`config.mk`:
```
export PLATFORM = sky130hd
export DESIGN_NAME = fir_host_seq_flat
export DESIGN_NICKNAME = d
export VERILOG_FILES = /design/src/rtl/fir_pkg.sv /design/src/rtl/fir_host_seq_if.sv /design/src/rtl/fir_host_licznik.sv /design/src/rtl/fir_host_seq.sv /design/src/flat_wrapper.sv
export SDC_FILE = /design/constraint.sdc
export NUM_CORES = 1
export LEC_CHECK = 0
export CORE_MARGIN = 3
export CORE_UTILIZATION = 40
export CTS_CLUSTER_SIZE = 25
export DETAILED_ROUTE_END_ITERATION = 12
export PLACE_DENSITY = 0.79
export SYNTH_ARGS = -nofsm -noshare
export SYNTH_HDL_FRONTEND = slang
export SYNTH_SLANG_ARGS = --single-unit
```
`constraint.sdc`:
```
create_clock -name clk -period 7.04 [get_ports clk]
set_input_delay 1.408 -clock clk [delete_from_list [all_inputs] [get_ports clk]]
set_output_delay 1.408 -clock clk [all_outputs]
set_load 0.05 [all_outputs]
```
`src/rtl/fir_pkg.sv`:
```
// Shared definitions for the FIR host sequencer and the FIR controller.
// Holds the default filter geometry, the sequencer state encoding and
// helpers that turn a depth or limit into a bit width.
package fir_pkg;

    localparam int N_WSP_DEF    = 16;
    localparam int N_PROBEK_DEF = 64;
    localparam int DATA_W_DEF   = 16;
    localparam int WYN_W_DEF    = 40;
    localparam int TIMEOUT_DEF  = 4096;

    typedef enum logic [3:0] {
        IDLE,
        LOAD_WSP,
        LOAD_PRB,
        START_P,
        CZEKAJ,
        ODCZ_ADR,
        ODCZ_DANE,
        GOTOWE,
        BLAD
    } stan_t;

    // Address width for a memory of n words (at least one bit).
    function automatic int addr_w(input int n);
        return (n > 1) ? $clog2(n) : 1;
    endfunction

    // Counter width able to hold values up to n without wrapping.
    function automatic int cnt_w(input int n);
        return $clog2(n) + 1;
    endfunction

endpackage

```
`src/rtl/fir_host_seq_if.sv`:
```
// Bus bundle between the host sequencer and its surroundings:
//   coefficient / sample input streams (valid/ready/data),
//   coefficient / sample RAM write ports, result RAM read port,
//   FIR controller handshake (START, pracuje, DONE),
//   result output stream (valid/ready/data).
// master: the sequencer; slave: the system / FIR core side.
interface fir_host_seq_if #(
    parameter int N_WSP    = fir_pkg::N_WSP_DEF,
    parameter int N_PROBEK = fir_pkg::N_PROBEK_DEF,
    parameter int DATA_W   = fir_pkg::DATA_W_DEF,
    parameter int WYN_W    = fir_pkg::WYN_W_DEF
) ();
    import fir_pkg::*;

    localparam int WAW = addr_w(N_WSP);
    localparam int PAW = addr_w(N_PROBEK);

    logic              wsp_valid;
    logic              wsp_ready;
    logic [DATA_W-1:0] wsp_data;
    logic              prb_valid;
    logic              prb_ready;
    logic [DATA_W-1:0] prb_data;

    logic              wsp_we;
    logic [WAW-1:0]    wsp_addr;
    logic [DATA_W-1:0] wsp_wdata;
    logic              prb_we;
    logic [PAW-1:0]    prb_addr;
    logic [DATA_W-1:0] prb_wdata;
    logic              wyn_re;
    logic [PAW-1:0]    wyn_addr;
    logic [WYN_W-1:0]  wyn_rdata;

    logic              START;
    logic              pracuje;
    logic              DONE;

    logic              out_valid;
    logic              out_ready;
    logic [WYN_W-1:0]  out_data;

    modport master (
        input  wsp_valid, wsp_data, prb_valid, prb_data, wyn_rdata,
               pracuje, DONE, out_ready,
        output wsp_ready, prb_ready, wsp_we, wsp_addr, wsp_wdata,
               prb_we, prb_addr, prb_wdata, wyn_re, wyn_addr,
               START, out_valid, out_data
    );

    modport slave (
        output wsp_valid, wsp_data, prb_valid, prb_data, wyn_rdata,
               pracuje, DONE, out_ready,
        input  wsp_ready, prb_ready, wsp_we, wsp_addr, wsp_wdata,
               prb_we, prb_addr, prb_wdata, wyn_re, wyn_addr,
               START, out_valid, out_data
    );

endinterface

```
`src/rtl/fir_host_licznik.sv`:
```
// Saturating up-counter with synchronous clear.
//   en    : count one step (ignored once cnt == limit)
//   clr   : return to zero, wins over en
//   limit : terminal value
//   cnt   : current value
//   last  : cnt == limit
module fir_host_licznik #(
    parameter int W = 4
) (
    input  logic         clk,
    input  logic         rst_n,
    input  logic         en,
    input  logic         clr,
    input  logic [W-1:0] limit,
    output logic [W-1:0] cnt,
    output logic         last
);

    assign last = (cnt == limit);

    always_ff @(posedge clk or negedge rst_n) begin
        if (!rst_n) begin
            cnt <= '0;
        end else if (clr) begin
            cnt <= '0;
        end else if (en && !last) begin
            cnt <= cnt + 1'b1;
        end
    end

endmodule

```
`src/rtl/fir_host_seq.sv`:
```
// Host-side sequencer for the FIR datapath.
// Loads N_WSP coefficients and N_PROBEK samples from two input streams into
// the filter RAMs, pulses START, waits for DONE (bounded by TIMEOUT), then
// reads the result RAM and streams the results out.
//   clk, rst_n : clock, asynchronous active-low reset
//   run_req    : request a run (accepted in IDLE or BLAD)
//   busy       : run in progress
//   err        : DONE did not arrive in time; held until the next run
//   bus        : streams, RAM ports and FIR controller handshake
module fir_host_seq
    import fir_pkg::*;
#(
    parameter int N_WSP    = N_WSP_DEF,
    parameter int N_PROBEK = N_PROBEK_DEF,
    parameter int DATA_W   = DATA_W_DEF,
    parameter int WYN_W    = WYN_W_DEF,
    parameter int TIMEOUT  = TIMEOUT_DEF
) (
    input  logic clk,
    input  logic rst_n,
    input  logic run_req,
    output logic busy,
    output logic err,
    fir_host_seq_if.master bus
);

    localparam int WAW  = addr_w(N_WSP);
    localparam int PAW  = addr_w(N_PROBEK);
    localparam int NMAX = (N_WSP > N_PROBEK) ? N_WSP : N_PROBEK;
    localparam int CW   = cnt_w(NMAX);
    localparam int TW   = cnt_w(TIMEOUT);

    stan_t            state;
    logic             first_reg;
    logic [WYN_W-1:0] hold_reg;

    logic          idx_en, idx_clr, idx_last;
    logic [CW-1:0] idx_limit, idx_cnt, idx_nxt;
    logic          tmo_en, tmo_clr, tmo_last;
    logic [TW-1:0] tmo_cnt;
    logic          wsp_fire, prb_fire, out_fire, accept;
    logic          unused_sig;

    assign wsp_fire = bus.wsp_ready & bus.wsp_valid;
    assign prb_fire = bus.prb_ready & bus.prb_valid;
    assign out_fire = bus.out_valid & bus.out_ready;
    assign accept   = run_req && (state == IDLE || state == BLAD);
    assign idx_nxt  = idx_cnt + 1'b1;

    // RAM writes follow the accepted beat in the same cycle; address and
    // data are forced to zero when nothing is written.
    assign bus.wsp_we    = wsp_fire;
    assign bus.wsp_addr  = wsp_fire ? idx_cnt[WAW-1:0] : '0;
    assign bus.wsp_wdata = wsp_fire ? bus.wsp_data : '0;
    assign bus.prb_we    = prb_fire;
    assign bus.prb_addr  = prb_fire ? idx_cnt[PAW-1:0] : '0;
    assign bus.prb_wdata = prb_fire ? bus.prb_data : '0;

    // Result RAM data arrives in the first ODCZ_DANE cycle; it is passed
    // straight through then and held from the register afterwards, so a
    // result is presented every second cycle and stays stable under stall.
    assign bus.out_data = first_reg ? bus.wyn_rdata : hold_reg;

    // The FIR core's busy flag carries no information for this sequencer.
    assign unused_sig = ^{idx_cnt, idx_nxt, tmo_cnt, bus.pracuje};

    always_comb begin
        idx_en    = 1'b0;
        idx_clr   = 1'b0;
        idx_limit = CW'(N_PROBEK - 1);
        case (state)
            IDLE, BLAD: idx_clr = run_req;
            LOAD_WSP: begin
                idx_limit = CW'(N_WSP - 1);
                if (wsp_fire) begin
                    idx_clr = idx_last;
                    idx_en  = !idx_last;
                end
            end
            LOAD_PRB: begin
                if (prb_fire) begin
                    idx_clr = idx_last;
                    idx_en  = !idx_last;
                end
            end
            CZEKAJ:    idx_clr = bus.DONE;
            ODCZ_DANE: idx_en  = out_fire && !idx_last;
            default: ;
        endcase
    end

    assign tmo_en  = (state == CZEKAJ);
    assign tmo_clr = (state == START_P) || accept;

    fir_host_licznik #(.W(CW)) u_idx (
        .clk   (clk),
        .rst_n (rst_n),
        .en    (idx_en),
        .clr   (idx_clr),
        .limit (idx_limit),
        .cnt   (idx_cnt),
        .last  (idx_last)
    );

    fir_host_licznik #(.W(TW)) u_tmo (
        .clk   (clk),
        .rst_n (rst_n),
        .en    (tmo_en),
        .clr   (tmo_clr),
        .limit (TW'(TIMEOUT - 1)),
        .cnt   (tmo_cnt),
        .last  (tmo_last)
    );

    // Outputs are registered: each one is set on the transition into the
    // state that owns it.
    always_ff @(posedge clk or negedge rst_n) begin
        if (!rst_n) begin
            state         <= IDLE;
            busy          <= 1'b0;
            err           <= 1'b0;
            bus.wsp_ready <= 1'b0;
            bus.prb_ready <= 1'b0;
            bus.START     <= 1'b0;
            bus.wyn_re    <= 1'b0;
            bus.wyn_addr  <= '0;
            bus.out_valid <= 1'b0;
            first_reg     <= 1'b0;
            hold_reg      <= '0;
        end else begin
            bus.START  <= 1'b0;
            bus.wyn_re <= 1'b0;
            first_reg  <= 1'b0;
            case (state)
                IDLE, BLAD: begin
                    if (run_req) begin
                        state         <= LOAD_WSP;
                        busy          <= 1'b1;
                        err           <= 1'b0;
                        bus.wsp_ready <= 1'b1;
                    end
                end
                LOAD_WSP: begin
                    if (wsp_fire && idx_last) begin
                        state         <= LOAD_PRB;
                        bus.wsp_ready <= 1'b0;
                        bus.prb_ready <= 1'b1;
                    end
                end
                LOAD_PRB: begin
                    if (prb_fire && idx_last) begin
                        state         <= START_P;
                        bus.prb_ready <= 1'b0;
                        bus.START     <= 1'b1;
                    end
                end
                START_P: state <= CZEKAJ;
                CZEKAJ: begin
                    // DONE on the limit cycle still counts as success.
                    if (bus.DONE) begin
                        state        <= ODCZ_ADR;
                        bus.wyn_re   <= 1'b1;
                        bus.wyn_addr <= '0;
                    end else if (tmo_last) begin
                        state <= BLAD;
                        busy  <= 1'b0;
                        err   <= 1'b1;
                    end
                end
                ODCZ_ADR: begin
                    state         <= ODCZ_DANE;
                    bus.out_valid <= 1'b1;
                    first_reg     <= 1'b1;
                end
                ODCZ_DANE: begin
                    if (first_reg) begin
                        hold_reg <= bus.wyn_rdata;
                    end
                    if (out_fire) begin
                        bus.out_valid <= 1'b0;
                        if (idx_last) begin
                            state <= GOTOWE;
                        end else begin
                            state        <= ODCZ_ADR;
                            bus.wyn_re   <= 1'b1;
                            bus.wyn_addr <= idx_nxt[PAW-1:0];
                        end
                    end
                end
                GOTOWE: begin
                    state <= IDLE;
                    busy  <= 1'b0;
                end
                default: state <= IDLE;
            endcase
        end
    end

endmodule

```
`src/flat_wrapper.sv`:
```
// flat-port wrapper written by rule: the top's interface ports become plain ports
module fir_host_seq_flat import fir_pkg::*;
#(
    parameter int N_WSP    = N_WSP_DEF,
    parameter int N_PROBEK = N_PROBEK_DEF,
    parameter int DATA_W   = DATA_W_DEF,
    parameter int WYN_W    = WYN_W_DEF,
    parameter int TIMEOUT  = TIMEOUT_DEF
)
  (clk, rst_n, run_req, busy, err, bus_wsp_valid, bus_wsp_data, bus_prb_valid, bus_prb_data, bus_wyn_rdata, bus_pracuje, bus_DONE, bus_out_ready, bus_wsp_ready, bus_prb_ready, bus_wsp_we, bus_wsp_addr, bus_wsp_wdata, bus_prb_we, bus_prb_addr, bus_prb_wdata, bus_wyn_re, bus_wyn_addr, bus_START, bus_out_valid, bus_out_data);
  fir_host_seq_if #(.N_WSP(N_WSP), .N_PROBEK(N_PROBEK), .DATA_W(DATA_W), .WYN_W(WYN_W)) bus_i ();
  input  logic clk;
  input  logic rst_n;
  input  logic run_req;
  output logic busy;
  output logic err;
  input wire logic [$bits(bus_i.wsp_valid)-1:0] bus_wsp_valid;
  input wire logic [$bits(bus_i.wsp_data)-1:0] bus_wsp_data;
  input wire logic [$bits(bus_i.prb_valid)-1:0] bus_prb_valid;
  input wire logic [$bits(bus_i.prb_data)-1:0] bus_prb_data;
  input wire logic [$bits(bus_i.wyn_rdata)-1:0] bus_wyn_rdata;
  input wire logic [$bits(bus_i.pracuje)-1:0] bus_pracuje;
  input wire logic [$bits(bus_i.DONE)-1:0] bus_DONE;
  input wire logic [$bits(bus_i.out_ready)-1:0] bus_out_ready;
  output wire logic [$bits(bus_i.wsp_ready)-1:0] bus_wsp_ready;
  output wire logic [$bits(bus_i.prb_ready)-1:0] bus_prb_ready;
  output wire logic [$bits(bus_i.wsp_we)-1:0] bus_wsp_we;
  output wire logic [$bits(bus_i.wsp_addr)-1:0] bus_wsp_addr;
  output wire logic [$bits(bus_i.wsp_wdata)-1:0] bus_wsp_wdata;
  output wire logic [$bits(bus_i.prb_we)-1:0] bus_prb_we;
  output wire logic [$bits(bus_i.prb_addr)-1:0] bus_prb_addr;
  output wire logic [$bits(bus_i.prb_wdata)-1:0] bus_prb_wdata;
  output wire logic [$bits(bus_i.wyn_re)-1:0] bus_wyn_re;
  output wire logic [$bits(bus_i.wyn_addr)-1:0] bus_wyn_addr;
  output wire logic [$bits(bus_i.START)-1:0] bus_START;
  output wire logic [$bits(bus_i.out_valid)-1:0] bus_out_valid;
  output wire logic [$bits(bus_i.out_data)-1:0] bus_out_data;
  assign bus_i.wsp_valid = bus_wsp_valid;
  assign bus_i.wsp_data = bus_wsp_data;
  assign bus_i.prb_valid = bus_prb_valid;
  assign bus_i.prb_data = bus_prb_data;
  assign bus_i.wyn_rdata = bus_wyn_rdata;
  assign bus_i.pracuje = bus_pracuje;
  assign bus_i.DONE = bus_DONE;
  assign bus_i.out_ready = bus_out_ready;
  assign bus_wsp_ready = bus_i.wsp_ready;
  assign bus_prb_ready = bus_i.prb_ready;
  assign bus_wsp_we = bus_i.wsp_we;
  assign bus_wsp_addr = bus_i.wsp_addr;
  assign bus_wsp_wdata = bus_i.wsp_wdata;
  assign bus_prb_we = bus_i.prb_we;
  assign bus_prb_addr = bus_i.prb_addr;
  assign bus_prb_wdata = bus_i.prb_wdata;
  assign bus_wyn_re = bus_i.wyn_re;
  assign bus_wyn_addr = bus_i.wyn_addr;
  assign bus_START = bus_i.START;
  assign bus_out_valid = bus_i.out_valid;
  assign bus_out_data = bus_i.out_data;
  fir_host_seq #(.N_WSP(N_WSP), .N_PROBEK(N_PROBEK), .DATA_W(DATA_W), .WYN_W(WYN_W), .TIMEOUT(TIMEOUT)) u_core (.clk(clk), .rst_n(rst_n), .run_req(run_req), .busy(busy), .err(err), .bus(bus_i));
endmodule
```
After elaboration in Yosys (flattened, before gate mapping)
Cells that the tools add are included.

cells by class
  multiplexer cells = 50
  add/subtract/negate cells = 2
  bitwise logic cells = 3
  eq/ne operators = 19
  reduce and logical (&&, ||, !) cells = 27

operators with widths
  operator                                                                  count
  40-bit two-way mux                                                        1
  16-bit two-way mux                                                        2
  6-bit two-way mux                                                         5
  4-bit two-way mux                                                         7
  4-bit one-hot mux with 7 select lines                                     1
  13-bit two-way mux                                                        2
  1-bit two-way mux                                                         20
  4-bit by 3-bit equality test with 1-bit output (second input constant)    4
  7-bit two-way mux                                                         2
  2-bit nonzero test                                                        7
  13-bit by 1-bit adder with 13-bit output (second input constant)          1
  13-bit by 12-bit equality test with 1-bit output (second input constant)  1
  6-bit one-hot mux with 2 select lines                                     1
  4-bit AND reduction                                                       3
  1-bit one-hot mux with 2 select lines                                     5
  4-bit by 2-bit equality test with 1-bit output (second input constant)    2
  2-bit by 1-bit inequality test with 1-bit output (second input constant)  4
  2-bit inequality test (second input constant)                             4
  7-bit by 1-bit adder with 7-bit output (second input constant)            1
  7-bit by 6-bit equality test with 1-bit output                            1
  1-bit logical AND                                                         6
  1-bit one-hot mux with 3 select lines                                     2
  3-bit AND reduction                                                       2
  5-bit AND reduction                                                       1
  12 further kinds                                                          16

storage, ports and cells
  output and inout bits = 97
  bits of input ports = 80
  logic and storage cells = 114
  flip-flop bits (word level) = 78

Logic depth before layout (Yosys ltp)
Gate-level depths: netlist (run 1).

  depth after elaboration = 9
  depth in mapped cells = 8
  depth with buffers taken out = 6

Hierarchy
From an unflattened synthesis (run 1), not the netlist that was laid out.

unflattened totals
  cell total of the unflattened synthesis = 428
  area, all modules = 4,629.4 sq um

by module, submodules not included
  module                           area an instance (sq um)  seq. area each (sq um)  times used  cells each
  fir_host_seq                     3,304.4                   1,451.4                 1           289
  fir_host_licznik (u_core.u_tmo)  874.6                     325.3                   1           92
  fir_host_licznik (u_core.u_idx)  450.4                     175.2                   1           47

Worst setup path after synthesis (run 1)
OpenSTA, ideal clock, no wires.

  path kind = input -> output
  start = in bus_wsp_valid
  end = out bus_wsp_wdata[6]
  arrival = 2.079 ns
  buffers on the path = 1
  required time = 5.632 ns
  slack = 3.553 ns
  cell stages on the path = 2
  cell sequence = clkbuf_1 and3_1

between the ends
  word-level cells in the longest chain between the ends = 2

ends and longest elaborated chain
  what                RTL line            text
  start: declaration  flat_wrapper.sv:17  input wire logic [$bits(bus_i.wsp_valid)-1:0] bus_wsp_valid;
  1-bit AND           fir_host_seq.sv:44  assign wsp_fire = bus.wsp_ready & bus.wsp_valid;
  16-bit two-way mux  fir_host_seq.sv:54  assign bus.wsp_wdata = wsp_fire ? bus.wsp_data : '0;
  end: declaration    flat_wrapper.sv:29  output wire logic [$bits(bus_i.wsp_wdata)-1:0] bus_wsp_wdata;

No other way between the ends.

Final worst setup path (run 1)
  start = in bus_wsp_valid
  end = out bus_wsp_we

between the ends
  word-level cells in the longest chain between the ends = 1

ends and longest elaborated chain
  what              RTL line            text
  1-bit AND         fir_host_seq.sv:44
  end: declaration  flat_wrapper.sv:27  output wire logic [$bits(bus_i.wsp_we)-1:0] bus_wsp_we;

No other way between the ends.

==> results.md, run 1 <==
- Outcome: finished clean
- HP Class: flop to flop
- Inserted Clock Buffers: 9
- Hold-fix buffers, CTS: 0
- Distinct cells, synth: 50
- Clock H-tree levels: 3
- Hold Vio Cnt, Final: 0
- First-pass DRT Iterations: 4
- CTS Buffer Depth: 2
- Final Non-Filler Cells: 700
- Cell type with the largest total area after synthesis: dfrtp_1
- P per Cell Area: between 100 and 150 nW/µm²
- Total power: slightly above 0.0008 W
- CP max stage delay: 830 ps
- Via density: roughly 5.2
- EDFF count, synth: 0
- Die height: 110.0 µm
- Reg-to-Reg Start: u_core.state[1]
- Setup violators final: 0
- Leakage: between 2 and 3 nW
- Slew @ Worst Pin: around 1100 ps
- Slew Limit Fails: 0
- Clock root buffer: clkbuf_8
- CP Capture Type: output port
- #FFs+latches synth: 78
- Starting density of the core: approximately 42%
- Rows: 37
- Asr flop ratio synth: between 90% and 100%
- Maxcap violations: 0
- Hold path start: u_core.busy
- Post-route setup TNS: 0 ps
- DRC: 0
- Clk sinks: 78
- Synth Area in Simple Gates: 18.70%
- Placeable Area: 10420 µm²
- I/O pin count: between 150 and 200
- Mux cell area share after synthesis: 22.60%
- Overflow after GRT: 0
- TritonCTS clock tree: done
- Port bufs: approximately 180
- Fin util: between 60% and 70%
- Most used cell, CP: clkdlybuf4s50_1
- Minimum clock period: 4882 ps
- RSZ-0062 raised after global routing: false
- Most common cell in the netlist: mux2_2
- DR vias: roughly 3600
- Global-route wire length before repair: between 15 and 20 mm
- Initial antenna violation count: 0
- Layout area overhead: 46.16%
- Antenna Cells: 0
- Number of gates resized after CTS: 0
- Initial drt markers: approximately 180
- WS Path Type: primary input to output port
- Mean Syn Cell Area: roughly 11 µm²
- Top cells by count, synth: mux2_2, dfrtp_1, and3_1
- Complex-gate fraction of the synthesized area: 6.705%
- Layout cells sized above 1: between 20% and 30%
- Die width: ~110 µm
- Syn. warnings: 0
- Total Routed Length: between 10 and 15 mm
- Xor/xnor share of the synthesized area: under 10%
- Maximum number of pins on one net before global-route repair: between 70 and 80
- Startpoint types: primary input
- Crit-path cells: clkdlybuf4s50_1, nand2_1, inv_1, clkdlybuf4s50_1
- Sequential area share after synthesis: a little under half
- Largest register FFs: 40
- Final period utilization: ~69%
- Worst endpoint required time: approximately 5600 ps
- Syn Inst Count: approximately 400
- Worst-Skew Late Latency: around 350 ps
- Critical Path AT: ~3500 ps
- Die footprint: 12110 µm²
- Dpl cells: ~700
- Commonest register cell after synthesis: dfrtp_1
- Top post-synthesis cells by area: dfrtp_1, mux2_2, and3_1
- Number of global-route vias before repair: 3735
- Final ANT Viol Nets: 0
- Fmax: 204.8 MHz
- Worst-path maximum fanout: 21
- Main combinational cell family by area after synthesis: multiplexers
- Fin Clk Skew: 10.17 ps
- Post-Syn Nets: ~480
- Relative slew slack: between 20 and 30%
- Setup bufs post-CTS: 0
- Adder-Cell Fraction of Synth Area: 0.5780%
- Clock transition at path regs: around 80 ps
- Peak supply drop: between 0.07 and 0.08 mV
- Synth Cell Area: about 4300 µm²
- Final HPWL DP: 8.118 mm
- Wire per inst: around 16 µm
- Critical path's slowest cell: clkdlybuf4s50_1
- Worst Setup SP: bus_wsp_valid
- Post-synth top area share: between 40% and 50%
- Placer Congestion: 0.8365
- Final #Nets: around 640
- GR Util All Layers: about 18%
-- routing by layer --
metal / up-vias / GRT usage, % / wire (µm)
met5: - / 0 / 0
met4: 0 / 5.076 / 79
met3: 7 / 3.902 / 776
met2: 115 / 30.85 / 5365
met1: 1751 / 23.02 / 4755
li1: 1762 / - / -
-- per-stage QoR --
stage	setup slack, ps	hold slack, ps	cell area [µm²]
floorplan	3553	476.7	4329
global placement	2245	484.8	6148
detailed placement	2154	488.8	6148
CTS	2143	509.7	6327
global route	1995	522.0	6327
finish	2158	504.4	6327
-- area by class of cell --
class                   instances  area, µm²
clock inverters                 7      55.05
inverters                       5      18.77
repair buffers                177       1764
clock buffers                   9      123.9
fillers                       845       4089
well taps                     136      170.2
multi-input cells             288       2243
flip-flops and latches         78       1952
-- kinds of logic after synthesis --
group	Yosys count
compound gates	41
xor+xnor	16
fa+ha+maj	2
buf+inv	31
flops	78
mux	86
simple gates	143
-- cell usage in the layout (no fill, tap or decap), types with 3 or more instances in the layout --
cell / n
mux2_2: 84
a21oi_1: 11
o21ai_0: 12
nor4_1: 5
or3_1: 3
clkdlybuf4s50_1: 174
xnor2_1: 13
nand2_1: 16
inv_6: 3
clkbuf_8: 9
nand4_1: 5
nor3b_1: 4
or2_2: 3
nor2_1: 26
o31ai_1: 4
inv_1: 5
nor3_1: 7
xor2_1: 3
dfrtp_1: 78
and3_1: 45
buf_4: 3
nand3_1: 13
-- report_power, final --
part / leakage (nW) / internal [W] / switching [W]
Sequential: 1.02 / 0.000448 / 0
Clock: 0.0866 / 0.000132 / 0.000172
Combinational: 1.76 / 0.0000379 / 0.0000181
Total: 2.87 / 0.000617 / 0.000190
-- worst max-delay path: cells and delay by family --
kind,cells,cell delay [ps]
AND/OR/NAND/NOR,1,240
buffers and inverters,3,1820
-- worst paths after layout --
kind / endpoint / cells after the start / slack, ps
max in group asynchronous: u_core.busy / 1 / 5210
worst min-delay path: u_core.busy / 1 / 500
worst max-delay path: bus_wsp_we / 4 / 2160
worst min register to register: u_core.busy / 1 / 500
worst max register to register: u_core.bus.wyn_addr[4] / 4 / 4390
min in group asynchronous: u_core.hold_reg[22] / 1 / 1200
Note: power is estimated with default switching activity, not from simulation.
==> run 2, diff against run 1 <==
==> constraint.sdc (replaced) <==
create_clock -name clk -period 4.8 [get_ports clk]
set_input_delay 0.96 -clock clk [delete_from_list [all_inputs] [get_ports clk]]
set_output_delay 0.96 -clock clk [all_outputs]
set_load 0.05 [all_outputs]
==> run 2 against run 1 <==
  * Clock skew fell by 2.2 ps
  * Clock power rose by 81%
  * Final area is 0.67% higher
  * Combinational power up 48%
  * First-iteration DRC count rose by 9.8%
  * Global-route usage rose by 0.47 points
  * Sequential power up 46%
  * Critical path type unchanged
  * Sequential share of layout area is 0.21 points lower
  * Largest cell class unchanged
  * Flip-flop and latch count unchanged
  * Critical path depth unchanged
  * Wire length rose by 1.1%
==> results.md, run 2 (synthesis gave the netlist of run 1 again) <==
- Outcome: finished clean
- Leakage: 2.888 nW
- Total Routed Length: 11.09 mm
- Largest register FFs: 40
- Worst-path maximum fanout: 21
- Setup violators final: 0
- Peak supply drop: between 0.1 and 0.15 mV
- Worst Setup SP: bus_wsp_valid
- Die height: approximately 110 µm
- Clk pwr share: a little over two fifths
- Setup bufs post-CTS: 0
- Worst Reg-to-Reg Cells: 4
- Clock root buffer: clkbuf_8
- Via density: between 5 and 6
- Inserted Clock Buffers: 9
- DR vias: 3669
- Layout area overhead: 47.14%
- Initial antenna violation count: 0
- Fin Clk Skew: approximately 8 ps
- Clock H-tree levels: 3
- HP Class: flop to flop
- CP max stage delay: slightly above 800 ps
- Worst endpoint required time: about 3800 ps
- TritonCTS clock tree: done
- Slew Limit Fails: 0
- Relative slew slack: between 20% and 30%
- Overflow after GRT: 0
- Fmax: 251.0 MHz
- GR Util All Layers: between 10% and 20%
- P per Cell Area: between 200 and 250 nW/µm²
- Int Pwr: just over 0.001 W
- Starting density of the core: between 40% and 50%
- I/O pin count: 177
- Maximum number of pins on one net before global-route repair: just under 80
- Final #Nets: between 600 and 700
- Antenna Cells: 0
- CTS Buffer Depth: 2
- Worst-Skew Late Latency: 350 ps
- Placeable Area: roughly 10000 µm²
- Critical Path AT: between 3000 and 4000 ps
- Clock transition at path regs: ~80 ps
- Placer Congestion: approximately 0.83
- RSZ-0062 raised after global routing: false
- Maxcap violations: 0
- Port bufs: 175
- End of the critical path: bus_wsp_we
- Most frequent cells in the layout: clkdlybuf4s50_1, mux2_2, dfrtp_1
- Pre-CTS setup slack: ~840 ps
- NetSw: roughly 0.00028 W
- Commonest non-fill, non-tap cell in the layout: clkdlybuf4s50_1
- Worst r2r dst: u_core.bus.wyn_addr[3]
- Slew @ Worst Pin: approximately 1100 ps
- Final WS setup: 815.7 ps
- Worst reg2reg setup slack: 2130 ps
- Hold-fix buffers, CTS: 0
- Minimum clock period: ~4000 ps
- CP Capture Type: output port
- Layout cells sized above 1: roughly a fifth
- Rows: 37
- Sequential group share of total power: about half
- Hold Vio Cnt, Final: 0
- Most used cell, CP: clkdlybuf4s50_1
- WS Path Type: primary input to output port
- DRC: 0
- Clk sinks: 78
- First-pass DRT Iterations: 4
- Die width: around 110 µm
- Final period utilization: approximately 83%
- Combinational share of power: 6.4%
- Initial drt markers: about 200
- Critical path's slowest cell: clkdlybuf4s50_1
- Die footprint: 12110 µm²
- Startpoint types: primary input
- Number of gates resized after CTS: 0
- Number of global-route vias before repair: approximately 3700
- Global-route wire length before repair: between 15 and 20 mm
- Crit-path cells: clkdlybuf4s50_1, nand2_1, inv_1, clkdlybuf4s50_1
- Post-route setup TNS: 0 ps
- Final HPWL DP: roughly 8.3 mm
- Reg-to-Reg Start: u_core.state[1]
- Net Sw Frac: 21.63%
- Wire per inst: roughly 16 µm
- Final ANT Viol Nets: 0
[run 2: power groups by stage]
stage                     registers [W]    logic, W  clock network [W]
after floorplan                0.000670  0.00000484                  0
after global placement         0.000670   0.0000814                  0
after detailed placement       0.000670   0.0000834                  0
after CTS                      0.000656   0.0000840           0.000564
after global routing           0.000657   0.0000897           0.000593
final                          0.000656   0.0000825           0.000549
[run 2: area by class of cell]
| class | count | area, µm² |
|---|---|---|
| Inverter | 5 | 18.77 |
| Clock buffer | 10 | 127.6 |
| Multi-Input combinational cell | 288 | 2243 |
| Timing Repair Buffer | 177 | 1764 |
| Clock inverter | 6 | 93.84 |
| Fill cell | 854 | 4046 |
| Sequential cell | 78 | 1952 |
| Tap cell | 136 | 170.2 |
[run 2: per-stage QoR]
step / hold slack [ps] / instance area (µm²) / total power, W / utilization, % / instances
3_5_place_dp: 492.3 / 6148 / 0.0007530 / 59.03 / 684
4_1_cts: 510.4 / 6370 / 0.001305 / 61.15 / 700
3_3_place_gp: 484.8 / 6148 / 0.0007509 / 59.03 / 684
6_report: 504.1 / 6370 / 0.001288 / 61.15 / 700
5_1_grt: 518.0 / 6370 / 0.001339 / 61.15 / 700
2_1_floorplan: 476.7 / 4329 / 0.0006746 / - / 397
[run 2: how the worst min path moves through the flow]
| stage | startpoint | endpoint | slack [ps] | depth (start not counted) |
|---|---|---|---|---|
| final | u_core.hold_reg[11] | u_core.hold_reg[11] | 500 | 1 |
| after global routing | u_core.hold_reg[31] | u_core.hold_reg[31] | 520 | 1 |
| after CTS | u_core.hold_reg[30] | u_core.hold_reg[30] | 510 | 1 |
| after detailed placement | u_core.hold_reg[30] | u_core.hold_reg[30] | 490 | 1 |
| after global placement | u_core.hold_reg[4] | u_core.hold_reg[4] | 480 | 1 |
| after floorplan | u_core.hold_reg[0] | u_core.hold_reg[0] | 480 | 1 |
[run 2: critical path: cells and delay by family]
kind / cells / cell delay [ps]
buf+inv: 3 / 1800
simple gates: 1 / 250
[run 2: routing by layer]
metal,up-vias,share of wire (%),GRT usage [%]
met3,14,8.1,4.718
met2,133,48,30.55
li1,1769,-,-
met1,1753,42,23.68
met5,-,0,0
met4,0,1.5,6.233
==> run 3, diff against run 2 <==
--- a/config.mk
+++ b/config.mk
@@ -6,10 +6,10 @@
 export NUM_CORES = 1
 export LEC_CHECK = 0
 export CORE_MARGIN = 3
-export CORE_UTILIZATION = 40
+export CORE_UTILIZATION = 39
 export CTS_CLUSTER_SIZE = 25
 export DETAILED_ROUTE_END_ITERATION = 12
-export PLACE_DENSITY = 0.79
+export PLACE_DENSITY = 0.81
 export SYNTH_ARGS = -nofsm -noshare
 export SYNTH_HDL_FRONTEND = slang
 export SYNTH_SLANG_ARGS = --single-unit
==> constraint.sdc (replaced) <==
create_clock -name clk -period 3.4 [get_ports clk]
set_input_delay 0.68 -clock clk [delete_from_list [all_inputs] [get_ports clk]]
set_output_delay 0.68 -clock clk [all_outputs]
set_load 0.05 [all_outputs]
==> run 3 against run 2 <==
  * Flip-flop and latch count did not move
  * Critical endpoint is now bus_prb_ready
  * Combinational power rose by 42%
  * Die area rose by 2.4%
  * Non-clock buffer count rose by 4
  * Register-to-register slack got worse by 1400 ps
==> results.md, run 3 (synthesis gave the netlist of run 1 again) <==
- Outcome: finished clean
- Setup bufs post-CTS: 0
- Die width: between 100 and 150 µm
- Number of gates resized after CTS: 0
- Die height: 111.4 µm
- Layout area overhead: 42.51%
- Maximum number of pins on one net before global-route repair: between 70 and 80
- Net Sw Frac: around 22%
- Critical Path AT: 2070 ps
- Peak supply drop: 0.1952 mV
- Initial antenna violation count: 0
- CP max stage delay: 930 ps
- Clk sinks: slightly below 80
- Rows: 37
- DR vias: around 3600
- Relative slew slack: about a third
- I/O pin count: between 150 and 200
- Die footprint: between 10000 and 15000 µm²
- GR Util All Layers: about 18%
- Layout cells sized above 1: around 37%
- Minimum clock period: 2750 ps
- Critical path's slowest cell: clkdlybuf4s50_1
- Worst-Skew Late Latency: 360 ps
- Placer Congestion: ~0.87
- Number of global-route vias before repair: approximately 3700
- Inserted Clock Buffers: 9
- Hold Vio Cnt, Final: 0
- Combinational share of power: 6.8%
- Pre-CTS setup slack: between 600 and 700 ps
- Fin Clk Skew: about 6.5 ps
- Sequential group share of total power: about 54%
- Total Routed Length: between 10 and 15 mm
- Maxcap violations: 0
- Worst hold slack: 437.5 ps
- Via density: 5.166
- CP Capture Type: output port
- WS Path Type: flop to output port
- Placeable Area: between 10000 and 15000 µm²
- Final period utilization: approximately four fifths
- Worst Reg-to-Reg Cells: 7
- Global-route wire length before repair: ~18 mm
- Final #Nets: between 600 and 700
- Worst r2r dst: u_core.state[3]
- Clk pwr share: approximately two fifths
- P per Cell Area: between 200 and 300 nW/µm²
- Fmax: around 360 MHz
- Wire per inst: about 16 µm
- NetSw: 0.0003829 W
- CTS Buffer Depth: 2
- Slew @ Worst Pin: a little under 1000 ps
- Setup violators final: 0
- Clock H-tree levels: 3
- Clock transition at path regs: 80 ps
- Antenna Cells: 0
- Final ANT Viol Nets: 0
- Total power: 0.001723 W
- Starting density of the core: 41.01%
- Initial drt markers: 193
- TritonCTS clock tree: done
- WP buf/inv: 1
- Crit-path cells: clkdlybuf4s50_1
- Overflow after GRT: 0
- Leakage: ~3.1 nW
- Startpoint types: flop
- Family with the most delay on the worst path: buffers and inverters
- Largest register FFs: 40
- Final WS setup: 649.5 ps
- Hold-fix buffers, CTS: 0
- Worst endpoint required time: 2720 ps
- Int Pwr: 0.001340 W
- Worst reg2reg setup slack: roughly 740 ps
- DRC: 0
- Worst-path maximum fanout: 26
- Final HPWL DP: ~8.1 mm
- Most frequent cells in the layout: clkdlybuf4s50_1, buf_4, mux2_2
- RSZ-0062 raised after global routing: false
- Clock root buffer: clkbuf_8
- HP Class: primary input to async pin
- Slew Limit Fails: 0
- Reg-to-Reg Start: u_core.u_tmo.cnt[0]
- Post-route setup TNS: 0 ps
- First-pass DRT Iterations: 4
- Crit path depth: 1
- Port bufs: between 150 and 200
==> run 3: cell types whose count changed in the layout (fill, tap and decap cells not counted), sizes merged <==
| cell | delta |
|---|---|
| clkinv | +3 |
| buf | +88 |
| inv | -2 |
| clkinvlp | +1 |
| clkdlybuf4s50 | -84 |
| bufinv | -1 |
| clkbuf | -1 |
==> run 3: how the worst max path moves through the flow <==
stage / from / to / slack (ps)
finish: u_core.bus.prb_ready / bus_prb_ready / 650
global placement: bus_prb_valid / u_core.state[2] / 690
floorplan: u_core.state[3] / u_core.state[1] / 1010
CTS: u_core.bus.prb_ready / bus_prb_ready / 640
detailed placement: bus_prb_valid / u_core.state[3] / 640
global route: u_core.u_tmo.cnt[0] / u_core.state[3] / 460
==> run 3: area by class of cell <==
cell class	instances	area [µm²]
clock buffers	9	123.9
clock inverters	7	65.06
fillers	889	4385
inverters	5	18.77
multi-input cells	288	2243
flip-flops and latches	78	1952
well taps	136	170.2
repair buffers	181	1597
==> run 3: per-layer routing <==
| metal | track usage (%) | vias up | routed length (µm) |
|---|---|---|---|
| li1 | - | 1770 | - |
| met1 | 22.77 | 1734 | 4788 |
| met2 | 29.43 | 122 | 5312 |
| met3 | 3.967 | 11 | 676 |
| met4 | 5.839 | 0 | 159 |
| met5 | 0 | - | 0 |
==> run 3: per-stage QoR <==
step | util [%] | cell area [µm²] | std cells
after floorplan | - | 4329 | 397
after global placement | 56.66 | 5981 | 688
after detailed placement | 56.66 | 5981 | 688
after CTS | 58.45 | 6170 | 704
after global routing | 58.45 | 6170 | 704
final | 58.45 | 6170 | 704
==> run 3: power by group through the flow <==
stage | clock network (W) | logic (W) | registers (W)
2_1_floorplan | 0 | 0.00000683 | 0.000946
3_3_place_gp | 0 | 0.000116 | 0.000945
3_5_place_dp | 0 | 0.000118 | 0.000945
4_1_cts | 0.000697 | 0.000119 | 0.000927
5_1_grt | 0.000739 | 0.000127 | 0.000927
6_report | 0.000679 | 0.000117 | 0.000927
